--- src/rtl/clint_timer.sv ---
// Core-local interruptor: free-running 64-bit mtime, per-hart mtimecmp and msip,
// exposed as a single-outstanding-request bus slave with a one-cycle response.
module clint_timer #(
    parameter int unsigned N_HARTS   = 1,
    parameter int unsigned PRESCALE  = 1,
    parameter logic [31:0] BASE_ADDR = 32'h0200_0000
) (
    input  logic               i_clk,
    input  logic               i_rst,
    input  logic               i_bus_DV,
    input  logic [31:0]        i_bus_address,
    input  logic [31:0]        i_bus_data,
    input  logic               i_write_notread,
    input  logic [2:0]         i_bhw,
    output logic [31:0]        o_bus_data,
    output logic               o_bus_DV,
    output logic [N_HARTS-1:0] o_timer_int,
    output logic [N_HARTS-1:0] o_soft_int,
    output logic [63:0]        o_mtime
);

    localparam int unsigned    PS_W    = (PRESCALE > 1) ? $clog2(PRESCALE) : 1;
    localparam logic [PS_W-1:0] PS_MAX = PS_W'(PRESCALE - 1);
    localparam logic [15:0]    BASE_HI = BASE_ADDR[31:16];

    typedef enum logic {
        IDLE,
        RESP
    } state_t;

    state_t             state_q;
    state_t             state_d;
    logic               accept;
    logic               wr_word;

    logic [PS_W-1:0]    ps_q;
    logic               tick;
    logic [63:0]        mtime_q;
    logic [63:0]        mtimecmp_q [N_HARTS];
    logic [N_HARTS-1:0] msip_q;
    logic [N_HARTS-1:0] timer_match;

    logic               bus_dv_q;
    logic [31:0]        bus_data_q;
    logic [N_HARTS-1:0] timer_q;
    logic [N_HARTS-1:0] soft_q;

    logic [15:0]        offset;
    logic               claimed;
    logic               msip_sel;
    logic               cmp_sel;
    logic               mtime_sel;
    logic               hi_word;
    logic [11:0]        msip_idx;
    logic [10:0]        cmp_idx;
    logic [31:0]        rdata;
    logic               unused_addr_bits;

    // Address decode; byte lane bits are don't-care since reads return full words.
    assign offset           = i_bus_address[15:0];
    assign claimed          = (i_bus_address[31:16] == BASE_HI);
    assign msip_sel         = (offset[15:14] == 2'b00);
    assign cmp_sel          = (offset[15:14] == 2'b01);
    assign mtime_sel        = (offset[15:3] == 13'h17FF);
    assign hi_word          = offset[2];
    assign msip_idx         = offset[13:2];
    assign cmp_idx          = offset[13:3];
    assign unused_addr_bits = ^i_bus_address[1:0];

    // Read mux; unmapped and out-of-range hart offsets read as zero.
    always_comb begin
        rdata = 32'd0;
        if (mtime_sel) begin
            rdata = hi_word ? mtime_q[63:32] : mtime_q[31:0];
        end
        for (int h = 0; h < int'(N_HARTS); h++) begin
            if (msip_sel && (msip_idx == 12'(h))) begin
                rdata = {31'd0, msip_q[h]};
            end
            if (cmp_sel && (cmp_idx == 11'(h))) begin
                rdata = hi_word ? mtimecmp_q[h][63:32] : mtimecmp_q[h][31:0];
            end
        end
    end

    // Response FSM state register.
    always_ff @(posedge i_clk or posedge i_rst) begin
        if (i_rst) begin
            state_q <= IDLE;
        end else begin
            state_q <= state_d;
        end
    end

    // Next-state: requests are only accepted in IDLE; anything arriving in RESP is dropped.
    always_comb begin
        state_d = state_q;
        accept  = 1'b0;
        case (state_q)
            IDLE: begin
                if (i_bus_DV && claimed) begin
                    accept  = 1'b1;
                    state_d = RESP;
                end
            end
            RESP:    state_d = IDLE;
            default: state_d = IDLE;
        endcase
    end

    assign wr_word = accept && i_write_notread && (i_bhw == 3'b100);
    assign tick    = (ps_q == PS_MAX);

    // Time base; a bus write to one mtime word wins over the increment for that word.
    always_ff @(posedge i_clk or posedge i_rst) begin
        if (i_rst) begin
            ps_q    <= '0;
            mtime_q <= 64'd0;
        end else begin
            ps_q <= tick ? '0 : ps_q + PS_W'(1);
            if (wr_word && mtime_sel && !hi_word) begin
                mtime_q[31:0] <= i_bus_data;
            end else if (wr_word && mtime_sel && hi_word) begin
                mtime_q[63:32] <= i_bus_data;
                if (tick) begin
                    mtime_q[31:0] <= mtime_q[31:0] + 32'd1;
                end
            end else if (tick) begin
                mtime_q <= mtime_q + 64'd1;
            end
        end
    end

    // Per-hart msip and mtimecmp registers.
    always_ff @(posedge i_clk or posedge i_rst) begin
        if (i_rst) begin
            msip_q <= '0;
            for (int h = 0; h < int'(N_HARTS); h++) begin
                mtimecmp_q[h] <= 64'hFFFF_FFFF_FFFF_FFFF;
            end
        end else begin
            for (int h = 0; h < int'(N_HARTS); h++) begin
                if (wr_word && msip_sel && (msip_idx == 12'(h))) begin
                    msip_q[h] <= i_bus_data[0];
                end
                if (wr_word && cmp_sel && (cmp_idx == 11'(h))) begin
                    if (hi_word) begin
                        mtimecmp_q[h][63:32] <= i_bus_data;
                    end else begin
                        mtimecmp_q[h][31:0] <= i_bus_data;
                    end
                end
            end
        end
    end

    always_comb begin
        timer_match = '0;
        for (int h = 0; h < int'(N_HARTS); h++) begin
            timer_match[h] = (mtime_q >= mtimecmp_q[h]);
        end
    end

    // Registered interrupt levels and bus response.
    always_ff @(posedge i_clk or posedge i_rst) begin
        if (i_rst) begin
            timer_q    <= '0;
            soft_q     <= '0;
            bus_dv_q   <= 1'b0;
            bus_data_q <= 32'd0;
        end else begin
            timer_q    <= timer_match;
            soft_q     <= msip_q;
            bus_dv_q   <= accept;
            bus_data_q <= accept ? rdata : 32'd0;
        end
    end

    assign o_bus_DV    = bus_dv_q;
    assign o_bus_data  = bus_data_q;
    assign o_timer_int = timer_q;
    assign o_soft_int  = soft_q;
    assign o_mtime     = mtime_q;

endmodule

--- config.mk ---
export PLATFORM = sky130hd
export DESIGN_NAME = clint_timer
export DESIGN_NICKNAME = d
export VERILOG_FILES = /design/src/rtl/clint_timer.sv
export SDC_FILE = /design/constraint.sdc
export NUM_CORES = 1
export LEC_CHECK = 0
export CORE_MARGIN = 1.5
export CORE_UTILIZATION = 40
export DETAILED_ROUTE_END_ITERATION = 8
export GPL_TIMING_DRIVEN = 1
export SLEW_MARGIN = 20
export SYNTH_ARGS = -nofsm -noshare
export SYNTH_HDL_FRONTEND = slang
export SYNTH_SLANG_ARGS = --single-unit
--- constraint.sdc ---
create_clock -name i_clk -period 7.45 [get_ports i_clk]
set_clock_uncertainty 0.2 [all_clocks]
set_input_delay 1.49 -clock i_clk [delete_from_list [all_inputs] [get_ports i_clk]]
set_output_delay 1.49 -clock i_clk [all_outputs]
set_load 0.005 [all_outputs]
==> results.sh <==
export IMPL_max_slew_margin_pct=29.1
export IMPL_area_delta_synth_final_pct=24.8
export IMPL_r2r_end="mtimecmp_q[6]"
export IMPL_synthArstFlopShare_pct=100
export IMPL_die_y_um=163
export IMPL_htreeDepth=4
export IMPL_nets=1319
export IMPL_io_pin_count=170
export IMPL_period_needed_ps=4740
export IMPL_critPathKind="input pin to flop"
export IMPL_vdd_drop_max_mv=0.109
export IMPL_fmax_ghz=0.211
export IMPL_wl_mm=30.4
export IMPL_slew_violations=0
export IMPL_gp_congestion=0.855
export IMPL_n_antenna_cell=0
export IMPL_portBuffers=167
export IMPL_rr_worst_depth=8
export IMPL_core_mm2=0.0252
export IMPL_antenna_found_initial=0
export IMPL_die_width_um=163
export IMPL_regToRegSetupSlack_ps=3830
export IMPL_cp_start_kind="input pin"
export IMPL_final_hold_violation_count=0
export IMPL_fin_ws_ps=2710
export IMPL_ys_ff_latch=164
export IMPL_synth_most_common_cell="dfrtp_1"
export IMPL_clock_sinks=164
export IMPL_p_per_area_mw_per_mm2=151
export IMPL_end_kind="flop"
export IMPL_hold_class="flop to flop"
export IMPL_fin_crit_sh_pct=63.7
export IMPL_rows=58
export IMPL_placed_cells=1494
export IMPL_finalPower_mw=1.94
export IMPL_setup_tns_ps=0
export IMPL_syn_inst=1037
export IMPL_dpl_hpwl_mm=21.2
export IMPL_crit_required_ps=7570
export IMPL_cts_resized=0
export IMPL_wl_per_cell_um=20.0
export IMPL_grt_pass1_wl_mm=48.2
export IMPL_synth_nets=1173
export IMPL_viasPerCell=5.62
export IMPL_clk_latency_ps=430
export IMPL_setup_violations=0
export IMPL_holdBufCountCts=0
export IMPL_synthDistinctLibCells=69
export IMPL_grt_setup_unrepaired="no"
export IMPL_grtUsageTotal_pct=23.5
export IMPL_cts_tree="done"
export IMPL_synth_top_area_share_pct=24.4
export IMPL_p_leak_nw=5.19
export IMPL_highest_layer="met4"
export IMPL_die_area_mm2=0.0266
export IMPL_worst_pin_slew_ps=1060
export IMPL_cp_endpoint="o_mtime[51]"
export IMPL_synth_commonest_cells="dfrtp_1, nand2_1, mux2i_1"
export IMPL_ys_seq_area_share_pct=40.7
export IMPL_yosys_top_cells_area="dfrtp_1, dfstp_2, ha_1"
export IMPL_gr_total_overflow=0
export IMPL_cap_violations=0
export IMPL_antenna_left=0
export IMPL_wl_met1_mm=14.3
export IMPL_cts_made_buffers=17
export IMPL_dr_first_iter_drc_count=520
export IMPL_grt_start_max_net_pins=99
export IMPL_firstDrtPassIters=5
export IMPL_wl_met3_mm=1.58
export IMPL_synth_ff_type="dfrtp_1"
export IMPL_syn_avg_cell_area_um2=9.90
export IMPL_synth_edff_count=0
export IMPL_cts_root_buf="clkbuf_16"
export IMPL_cts_setup_buffers=0
export IMPL_cts_clk_slew_worst_paths_ps=70
export IMPL_cts_buffer_depth=2
export IMPL_drc=0
export IMPL_drive_above_1_share_pct=16.2
export IMPL_worstReg2RegStart="o_bus_DV"
export IMPL_grt_pass1_vias=8384
export IMPL_initial_core_util_pct=40.8
export IMPL_synth_top_cell_by_area="dfrtp_1"
export IMPL_cp_startpoint="i_bus_address[5]"
export IMPL_cp_arrival_ps=4860
export IMPL_wl_met2_mm=14.2
export IMPL_layout_cells_non_filler=1526
export IMPL_place_ws_ps=2250
export IMPL_path_max_fanout=68
export IMPL_synth_cell_area_mm2=0.0103
export IMPL_vias=8577
export IMPL_status="finished clean"
export IMPL_ys_warn_count=0
[flip-flops by register name, indices dropped and copies added, names as in the netlist]
| name | count |
|---|---|
| o_bus_data | 32 |
| o_soft_int | 1 |
| msip_q | 1 |
| o_timer_int | 1 |
| o_mtime | 64 |
| o_bus_DV | 1 |
| mtimecmp_q | 64 |
[how the worst min path moves through the flow]
stage	end	cells past startpoint	start	slack (ps)
final	o_soft_int	0	msip_q	210
after global routing	o_soft_int	0	msip_q	240
after CTS	o_soft_int	0	msip_q	210
after detailed placement	o_soft_int	0	msip_q	200
after global placement	o_soft_int	0	msip_q	170
after floorplan	o_soft_int	0	msip_q	170
[routing by layer]
metal  vias to the layer above  track usage [%]
met5                         -                0
met4                         0             4.80
met3                        23             3.63
met2                       237             38.4
met1                      4241             33.0
li1                       4076                -
[through the flow]
step,util (%),hold slack [ps],area [µm²]
5_1_grt,50.9,242,12800
2_1_floorplan,-,169,10300
4_1_cts,50.9,212,12800
3_5_place_dp,48.4,196,12200
6_report,50.9,207,12800
3_3_place_gp,48.4,175,12200
[final cells by class]
| type | instances | area (µm²) |
|---|---|---|
| repair buffers | 174 | 1720 |
| clock buffers | 20 | 447 |
| flip-flops and latches | 164 | 4180 |
| clock inverters | 12 | 178 |
| multi-input cells | 750 | 5590 |
| well taps | 330 | 413 |
| fillers | 2398 | 12400 |
| inverters | 76 | 290 |
[power breakdown]
part / total (mW) / leakage, nW / internal, mW / switching, mW
logic: 0.0911 / 3.06 / 0.0426 / 0.0485
clock network: 0.953 / 0.305 / 0.572 / 0.381
registers: 0.892 / 1.82 / 0.892 / 0.000000138
[layout by cell type (no fill, tap or decap), drive strengths merged, types with 5 or more instances in the layout]
cell,count
clkdlybuf4s50,166
dfrtp,100
nand2,89
inv,78
mux2i,77
ha,65
dfstp,64
mux2,63
o21ai,49
a21oi,42
nor2,39
nand3,38
o22ai,37
and2,36
nand4,34
nor3,23
clkbuf,20
xor2,19
nor4,16
and4,15
xnor2,11
and3,10
a21o,10
buf,8
or2,7
o211ai,6
or4,6
or3,5
nand2b,5
o221a,5
clkinv,5
[logic make-up after synthesis]
kind of cell,Yosys count,synth area share [%]
AO/OA/AOI/OAI,187,11.9
multiplexers,140,14.4
buffers and inverters,123,5.08
flip-flops,164,40.7
XOR/XNOR,30,2.56
AND/OR/NAND/NOR,328,17.4
adder cells (fa/ha/maj),65,7.92
[critical path: stages]
cell	delay, ps
clkdlybuf4s50_1	490
nand4_1	110
or4_4	800
or4_4	770
nor2_8	770
a21oi_1	80
o221a_2	280
(Power assumes the default switching activity.)
